$ cat config.mk
export PLATFORM = sky130hd
export DESIGN_NAME = item_spawn_sched
export DESIGN_NICKNAME = d
export VERILOG_FILES = /design/src/rtl/item_spawn_sched.sv
export SDC_FILE = /design/constraint.sdc
export NUM_CORES = 1
export LEC_CHECK = 0
export CAP_MARGIN = 10
export CORE_MARGIN = 2
export CORE_UTILIZATION = 50
export DETAILED_ROUTE_END_ITERATION = 7
export PLACE_DENSITY = 0.79
export RECOVER_POWER = 100
export SYNTH_ARGS = -nofsm -noshare
export SYNTH_HDL_FRONTEND = slang
export SYNTH_SLANG_ARGS = --single-unit
export TNS_END_PERCENT = 30
$ cat constraint.sdc
create_clock -name i_Clk -period 2.15 [get_ports i_Clk]
set_input_delay 0.43 -clock i_Clk [delete_from_list [all_inputs] [get_ports i_Clk]]
set_output_delay 0.43 -clock i_Clk [all_outputs]
set_load 0.05 [all_outputs]
$ cat src/rtl/item_spawn_sched.sv
// Item placement sequencer for the snake game: requests candidate positions, range-checks them,
// publishes the live item, and handles eat/grow/score. Optional item expiry via `ITEM_LIFETIME_EN.
`timescale 1ns/1ps
module item_spawn_sched #(
    parameter int GRID_W    = 80,
    parameter int GRID_H    = 60,
    parameter int TIMEOUT   = 1023,
    parameter int MAX_RETRY = 7,
`ifdef ITEM_LIFETIME_EN
    parameter int LIFETIME  = 4095,
`endif
    parameter int SCORE_W   = 10
) (
    input  logic               i_Clk,
    input  logic               i_Rst,
    input  logic               i_Start,
    input  logic               i_Eaten,
    input  logic               i_Gen_Done,
    input  logic [6:0]         i_Gen_x,
    input  logic [6:0]         i_Gen_y,
    output logic               o_Gen_Req,
    output logic [6:0]         o_Item_x,
    output logic [6:0]         o_Item_y,
    output logic               o_Item_valid,
    output logic               o_Grow,
    output logic [SCORE_W-1:0] o_Score,
    output logic               o_Fail
);

    typedef enum logic [1:0] {S_IDLE, S_WAIT, S_ACTIVE, S_FAIL} state_t;

    localparam logic [7:0] X_LIMIT    = 8'(GRID_W);
    localparam logic [7:0] Y_LIMIT    = 8'(GRID_H);
    localparam logic [9:0] TMO_MAX    = 10'(TIMEOUT);
    localparam logic [2:0] RETRY_LAST = 3'(MAX_RETRY - 1);

    state_t             state_q, state_d;
    logic [9:0]         tmo_q, tmo_d;
    logic [2:0]         retry_q, retry_d;
    logic               req_d, valid_d, grow_d, fail_d;
    logic [6:0]         x_d, y_d;
    logic [SCORE_W-1:0] score_d;
    logic               in_range;
`ifdef ITEM_LIFETIME_EN
    localparam logic [11:0] LIFE_MAX = 12'(LIFETIME);
    logic [11:0]        life_q, life_d;
`endif

    assign in_range = ({1'b0, i_Gen_x} < X_LIMIT) && ({1'b0, i_Gen_y} < Y_LIMIT);

    // NOTE: every comb output gets a default first so no path leaves it unassigned (no latches).
    always_comb begin
        state_d = state_q;
        tmo_d   = tmo_q;
        retry_d = retry_q;
        req_d   = o_Gen_Req;
        x_d     = o_Item_x;
        y_d     = o_Item_y;
        valid_d = o_Item_valid;
        grow_d  = 1'b0;
        score_d = o_Score;
        fail_d  = o_Fail;
`ifdef ITEM_LIFETIME_EN
        life_d  = life_q;
`endif
        if (i_Start) begin
            state_d = S_WAIT;
            tmo_d   = '0;
            retry_d = '0;
            req_d   = 1'b1;
            valid_d = 1'b0;
            score_d = '0;
            fail_d  = 1'b0;
        end else begin
            unique case (state_q)
                S_IDLE: ;
                S_WAIT: begin
                    tmo_d = tmo_q + 10'd1;
                    req_d = 1'b1;
                    if (i_Gen_Done && in_range) begin
                        state_d = S_ACTIVE;
                        x_d     = i_Gen_x;
                        y_d     = i_Gen_y;
                        valid_d = 1'b1;
                        req_d   = 1'b0;
                        retry_d = '0;
                        tmo_d   = '0;
`ifdef ITEM_LIFETIME_EN
                        life_d  = '0;
`endif
                    end else if (i_Gen_Done || tmo_q == TMO_MAX) begin
                        // Dropping req for one cycle gives the generator a fresh request edge.
                        tmo_d   = '0;
                        req_d   = 1'b0;
                        retry_d = retry_q + 3'd1;
                        if (retry_q == RETRY_LAST) begin
                            state_d = S_FAIL;
                            fail_d  = 1'b1;
                        end
                    end
                end
                S_ACTIVE: begin
                    if (i_Eaten) begin
                        state_d = S_WAIT;
                        grow_d  = 1'b1;
                        if (o_Score != '1) score_d = o_Score + 1'b1;
                        valid_d = 1'b0;
                        req_d   = 1'b1;
                        tmo_d   = '0;
                        retry_d = '0;
                    end
`ifdef ITEM_LIFETIME_EN
                    else if (life_q == LIFE_MAX) begin
                        state_d = S_WAIT;
                        valid_d = 1'b0;
                        req_d   = 1'b1;
                        tmo_d   = '0;
                        retry_d = '0;
                    end else begin
                        life_d = life_q + 12'd1;
                    end
`endif
                end
                S_FAIL: begin
                    req_d   = 1'b0;
                    valid_d = 1'b0;
                    fail_d  = 1'b1;
                end
                default: state_d = S_IDLE;
            endcase
        end
    end

    // NOTE: sequential state uses non-blocking assignments so all registers update together.
    always_ff @(posedge i_Clk or posedge i_Rst) begin
        if (i_Rst) begin
            state_q      <= S_IDLE;
            tmo_q        <= '0;
            retry_q      <= '0;
            o_Gen_Req    <= 1'b0;
            o_Item_x     <= '0;
            o_Item_y     <= '0;
            o_Item_valid <= 1'b0;
            o_Grow       <= 1'b0;
            o_Score      <= '0;
            o_Fail       <= 1'b0;
`ifdef ITEM_LIFETIME_EN
            life_q       <= '0;
`endif
        end else begin
            state_q      <= state_d;
            tmo_q        <= tmo_d;
            retry_q      <= retry_d;
            o_Gen_Req    <= req_d;
            o_Item_x     <= x_d;
            o_Item_y     <= y_d;
            o_Item_valid <= valid_d;
            o_Grow       <= grow_d;
            o_Score      <= score_d;
            o_Fail       <= fail_d;
`ifdef ITEM_LIFETIME_EN
            life_q       <= life_d;
`endif
        end
    end

endmodule
==> results of run 1 <==
state kept, by name (all words and copies together), names as in the netlist:
| register | count |
|---|---|
| o_Score | 10 |
| o_Gen_Req | 1 |
| state_q | 2 |
| tmo_q | 10 |
| o_Item_valid | 1 |
| o_Item_x | 7 |
| o_Fail | 1 |
| o_Grow | 1 |
| retry_q | 3 |
| o_Item_y | 7 |
kinds of logic (layout without fill, tap and decap cells):
family | count (synthesis) | count (layout) | synth area share (%)
adder cells (fa/ha/maj) | 4 | 4 | 2.28
AND/OR/NAND/NOR | 70 | 70 | 19.7
XOR/XNOR | 3 | 3 | 1.20
AO/OA/AOI/OAI | 47 | 47 | 15.3
multiplexers | 17 | 17 | 8.61
buffers and inverters | 16 | 76 | 3.93
flip-flops | 43 | 43 | 49.0
how the worst max path moves through the flow:
stage | startpoint | endpoint | slack (ns) | cells past startpoint
global placement | i_Gen_x[5] | o_Item_x[1]$_DFFE_PP0P_ | -0.003 | 6
finish | o_Score[3]$_DFFE_PP0P_ | o_Score[3] | 0.08 | 1
global route | o_Score[3]$_DFFE_PP0P_ | o_Score[3] | 0.04 | 1
floorplan | o_Score[0]$_DFFE_PP0P_ | o_Score[8]$_DFFE_PP0P_ | 0.26 | 5
detailed placement | i_Gen_x[5] | o_Item_y[5]$_DFFE_PP0P_ | -0.02 | 6
CTS | o_Score[6]$_DFFE_PP0P_ | o_Score[6] | 0.09 | 1
power groups by stage:
stage / Combinational [uW] / Sequential, uW / Clock (uW)
5_1_grt: 1010 / 1070 / 700
4_1_cts: 1030 / 1060 / 666
3_3_place_gp: 1010 / 1070 / 0
2_1_floorplan: 306 / 1440 / 0
6_report: 959 / 1050 / 646
3_5_place_dp: 1020 / 1070 / 0
final cells by class:
type,count,area [um^2],area share (%)
Clock inverter,2,35.0,1.23
Inverter,9,33.8,1.18
Sequential cell,43,1080,37.7
Tap cell,52,65.1,2.28
Multi-Input combinational cell,141,1020,35.6
Timing Repair Buffer,59,549,19.2
Clock buffer,6,82.6,2.89
cells in the mapped netlist, types with 2 or more instances:
library cell / instances
dfrtp_1: 43
mux2_2: 15
nand2_1: 14
o21ai_0: 13
a21oi_1: 11
nor2_1: 10
inv_1: 9
nand3_1: 9
nor3_1: 7
a21o_1: 4
ha_1: 4
nor2b_1: 4
and3_1: 3
buf_2: 3
buf_6: 3
nand4_1: 3
nor4_1: 3
a31o_2: 2
and4_1: 2
mux2i_1: 2
o31ai_1: 2
or3_1: 2
xor2_1: 2
through the flow:
| stage | instance area [um^2] | setup WS (ns) | std cells |
|---|---|---|---|
| 2_1_floorplan | 2190 | 0.261 | 200 |
| 5_1_grt | 2860 | 0.0414 | 312 |
| 3_3_place_gp | 2790 | -0.00315 | 304 |
| 4_1_cts | 2910 | 0.0941 | 312 |
| 3_5_place_dp | 2790 | -0.0250 | 304 |
| 6_report | 2860 | 0.0787 | 312 |
routing by layer:
metal	routed length [um]	GRT usage, %
met1	2070	25.3
met2	1900	28.2
met3	346	6.78
met4	74	7.05
met5	0	0
==> metrics.yaml, run 1 <==
outcome:
  outcome: "complete, no violations"
power_and_ir_drop:
  powerDensity_nw_per_um2: 930
  sequentialPowerShare_pct: 39.6
  fin_total_pwr_uw: 2660
  p_comb_share_pct: 36.1
  max-vdd-ir-drop_v: 0.00107
  intPower_uw: 1670
  leakage_uw: 0.00125
  switchingPower_uw: 989
  swShare_pct: 37.2
  power_frac_clock_pct: 24.3
worst_setup_path:
  reg2reg_depth: 6
  worstPathRequired_ns: 1.72
  critPathTopFamily: "buffers and inverters"
  reg2reg_slack_ns: 0.21
  cp_cell_sequence: "dlygate4sd3_1"
  critPathMaxFanout: 7
  r2r_end: "tmo_q[3]$_DFFE_PP0P_"
  worstSetupPathType: "register to primary output"
  endpoint_kind: "primary output"
  r2r-start: "tmo_q[0]$_DFFE_PP0P_"
  cp-start-kind: "register"
  cp_num_buf_inv: 1
  cp.arrival_ns: 1.64
  critPathMaxStageDelay_ns: 0.90
  slowest_stage: "dlygate4sd3_1"
cells_and_area:
  nets: 282
  fillers: 344
  final_cell_mix: "dfrtp_1, dlygate4sd3_1, clkdlybuf4s50_1"
  final_util_pct: 66.6
  antennaDiodeCount: 0
  final_common_cell: "dfrtp_1"
  syn_to_final_growth_pct: 30.2
  final_layout_size_suffix_gt1_share_pct: 16.2
yosys:
  synth_top_area_cell: "dfrtp_1"
  synth_nets: 223
  synthTopCellsByArea: "dfrtp_1, mux2_2, o21ai_0"
  synth_cell_types: 53
  yosys_warnings: 0
  synth-edff-count: 0
  async_reset_ff_share_pct: 100
  synth_top_area_share_pct: 49.0
  synth_seq_area_share_pct: 49.0
  synth.avg_cell_area_um2: 11.0
  synth_area_um2: 2190
  syn_inst: 200
  synth_flop_cell: "dfrtp_1"
  synth-seq-cells: 43
timing:
  fin_tns_setup_ns: 0
  slew_headroom_pct: 31.1
  rsz0062_at_grt: "no"
  slew_viol_final: 0
  finalHoldViolCount: 0
  holdWs_ns: 0.504
  period_share_pct: 96.3
  clock.fmax_mhz: 483
  finClkSkew_ns: 0.00648
  max_slew.worst_pin.slew_ns: 1.03
  setup_violations: 0
  min_period_ns: 2.07
job:
  drv_cap: 0
die:
  row_count: 24
  initial_core_util_pct: 51.1
  die_h_um: 70.3
  dieWidth_um: 70.3
  core_area_um2: 4290
  die-area_um2: 4940
  ios: 47
route:
  drt_pass1_iterations: 4
  routed_wl_um: 4390
  routedWlPerCell_um: 14.1
  ant_nets: 0
  vias_per_cell: 5.61
  drt-initial-drc-count: 51
  drc_errors: 0
  vias: 1750
clocking:
  numCtsBuffers: 5
  cts_setup_buffers: 0
  cts_max_path_buffers: 2
  postCtsHoldBufs: 0
  h-tree-depth: 2
  post_cts_resized: 0
  clk_pin_slew_ns: 0.08
  cts.sinks: 43
  cts_tree: "done"
  ctsRootBufferMaster: "clkbuf_8"
  clk_latency_ns: 0.30
worst_hold_path:
  min_path_type: "register to register"
  hp-start: "o_Item_y[6]$_DFFE_PP0P_"
  hold_depth: 1
  hold_end: "o_Item_y[6]$_DFFE_PP0P_"
global_route:
  grt_pass1_wl_um: 7430
  first_global_vias: 1654
  antenna_found_initial: 0
  grt_max_degree: 44
  grt_usage_pct: 18.9
  grt.overflow.total: 0
place:
  port-buffer-count: 46
  place.gp.congestion: 0.830
  dpl.hpwl_um: 3220
Power figures use the tool's default switching activity.
==> run 2: changes to the inputs <==
--- a/config.mk
+++ b/config.mk
@@ -9,6 +9,7 @@
 export CORE_MARGIN = 2
 export CORE_UTILIZATION = 50
 export DETAILED_ROUTE_END_ITERATION = 7
+export HOLD_SLACK_MARGIN = 0.15
 export PLACE_DENSITY = 0.79
 export RECOVER_POWER = 100
 export SYNTH_ARGS = -nofsm -noshare
==> results of run 2 <==
Same layout as run 1: the final DEF is identical, and so are final timing and power.
==> run 3: changes to the inputs <==
--- a/config.mk
+++ b/config.mk
@@ -6,11 +6,10 @@
 export NUM_CORES = 1
 export LEC_CHECK = 0
 export CAP_MARGIN = 10
-export CORE_MARGIN = 2
-export CORE_UTILIZATION = 50
+export CORE_MARGIN = 4
+export CORE_UTILIZATION = 31
 export DETAILED_ROUTE_END_ITERATION = 7
 export HOLD_SLACK_MARGIN = 0.15
-export PLACE_DENSITY = 0.79
 export RECOVER_POWER = 100
 export SYNTH_ARGS = -nofsm -noshare
 export SYNTH_HDL_FRONTEND = slang
==> metrics.yaml, run 3 (synthesis gave the netlist of run 1 again) <==
timing:
  finalHoldViolCount: 0  # unchanged
  rsz0062_at_grt: "no"
  finClkSkew_ns: 0.00371  # -0.00277 ns
  final.setup.worst_slack_ns: 0.0879  # +0.00924 ns
  setup_violations: 0  # unchanged
  max_slew.worst_pin.slew_ns: 0.698  # -0.336 ns
  holdWs_ns: 0.505  # +0.00151 ns
  min_period_ns: 2.06  # -0.00924 ns
  period_share_pct: 95.9  # -0.43 points
  clock.fmax_mhz: 485  # +0.45%
  slew_viol_final: 0  # unchanged
  fin_tns_setup_ns: 0  # unchanged
  slew_headroom_pct: 53.4  # +22 points
worst_setup_path:
  reg2reg_slack_ns: 0.25  # +0.04 ns
  slowest_stage: "clkdlybuf4s50_1"
  worstSetupPathType: "register to primary output"
  cp.arrival_ns: 1.63  # about the same
  cp_num_buf_inv: 1  # unchanged
  r2r-start: "state_q[1]$_DFFE_PP0P_"
  critPathMaxStageDelay_ns: 0.85  # -0.05 ns
  cp_cell_sequence: "clkdlybuf4s50_1"
  crit_path_start: "o_Score[6]$_DFFE_PP0P_"
  cp.depth: 1  # unchanged
  cp-start-kind: "register"
  critPathMaxFanout: 7  # unchanged
  worstPathRequired_ns: 1.72  # about the same
  reg2reg_depth: 4  # -2
  r2r_end: "state_q[1]$_DFFE_PP0P_"
  endpoint_kind: "primary output"
  critPathTopFamily: "buffers and inverters"
clocking:
  postCtsHoldBufs: 0  # unchanged
  cts_max_path_buffers: 2  # unchanged
  ctsRootBufferMaster: "clkbuf_8"
  cts_tree: "done"
  numCtsBuffers: 5  # unchanged
  cts_setup_buffers: 0  # unchanged
  h-tree-depth: 2  # unchanged
  post_cts_resized: 0  # unchanged
  clk_pin_slew_ns: 0.08  # about the same
  cts.sinks: 43  # unchanged
  clk_latency_ns: 0.29  # about the same
route:
  routed_wl_um: 4830  # +10%
  vias: 1778  # +1.6%
  drt_pass1_iterations: 4  # unchanged
  ant_nets: 0  # unchanged
  drc_errors: 0  # unchanged
  routedWlPerCell_um: 13.4  # -4.5%
  vias_per_cell: 4.94  # -12%
  drt-initial-drc-count: 56  # +9.8%
worst_hold_path:
  hold_depth: 1  # unchanged
  hp-start: "o_Item_x[2]$_DFFE_PP0P_"
  hold_end: "o_Item_x[2]$_DFFE_PP0P_"
  min_path_type: "register to register"
cells_and_area:
  final_cell_mix: "dfrtp_1, dlygate4sd3_1, clkdlybuf4s50_1"
  nets: 286  # +1.4%
  fillers: 685  # +99%
  syn_to_final_growth_pct: 33.6
  seq_area_um2: 1080  # unchanged
  antennaDiodeCount: 0  # unchanged
  multiInputGateArea_um2: 1010  # -0.86%
  final_layout_size_suffix_gt1_share_pct: 17.4  # +1.3 points
  reg_top3: "o_Score: 10 flops, tmo_q: 10 flops"
  final_common_cell: "dfrtp_1"
die:
  die_h_um: 92.1  # +31%
  initial_core_util_pct: 32.1  # -19 points
  die-area_um2: 8490  # +72%
  row_count: 30  # +25%
  dieWidth_um: 92.1  # +31%
  core_area_um2: 6830  # +59%
  ios: 47  # unchanged
power_and_ir_drop:
  powerDensity_nw_per_um2: 910  # -2.2%
  leakage_uw: 0.00126  # +0.24%
  max-vdd-ir-drop_v: 0.000638  # -40%
  fin_total_pwr_uw: 2670  # +0.37%
place:
  dpl.hpwl_um: 3620  # +12%
  place.gp.congestion: 0.759  # -8.5%
  port-buffer-count: 46  # unchanged
  place_ws_ns: -0.0444  # -0.0194 ns
job:
  drv_cap: 0  # unchanged
global_route:
  first_global_vias: 1784  # +7.9%
  grt.overflow.total: 0  # unchanged
  grt_max_degree: 28  # -36%
  grt_usage_pct: 12.6  # -6.2 points
  grt_pass1_wl_um: 8690  # +17%
  antenna_found_initial: 0  # unchanged
outcome:
  outcome: "complete, no violations"
run 3: changes by cell type in the layout (fill, tap and decap cells not counted), sizes merged:
cell	delta
clkdlybuf4s50	+2
clkinv	+1
inv	-1
clkbuf	+2
buf	+2
dlygate4sd3	-2
run 3: layout make-up:
cell class | count | area share (%)
well taps | 96 | 4.10
multi-input cells | 141 | 34.4
clock inverters | 2 | 1.20
flip-flops and latches | 43 | 36.7
repair buffers | 63 | 19.7
inverters | 9 | 1.15
clock buffers | 6 | 2.82
run 3: worst max path at each step:
stage / slack (ns) / end
final: 0.09 / o_Score[6]
after floorplan: 0.26 / o_Score[8]$_DFFE_PP0P_
after global placement: 0.03 / o_Score[7]$_DFFE_PP0P_
after detailed placement: -0.04 / o_Score[7]$_DFFE_PP0P_
after CTS: 0.07 / o_Score[6]
after global routing: 0.02 / o_Score[7]
run 3: metal layers:
metal  up-vias  share of wire [%]  global-route usage, %
met5         -                  0                      0
met4         0               0.39                   2.97
met3         2                5.5                   4.35
met2        41                 45                   19.3
met1       866                 49                   17.2
li1        869                  -                      -
run 3: per-stage QoR:
step	util [%]	cell area, um^2	std cells
after CTS	43.8	2990	360
after global placement	42.1	2880	352
after global routing	42.9	2930	360
after floorplan	-	2190	200
after detailed placement	42.1	2880	352
final	42.9	2930	360
run 3: power breakdown:
group	internal [uW]	switching (uW)
sequential	950	97.4
combinational	343	621
clock	376	279
total	1670	998
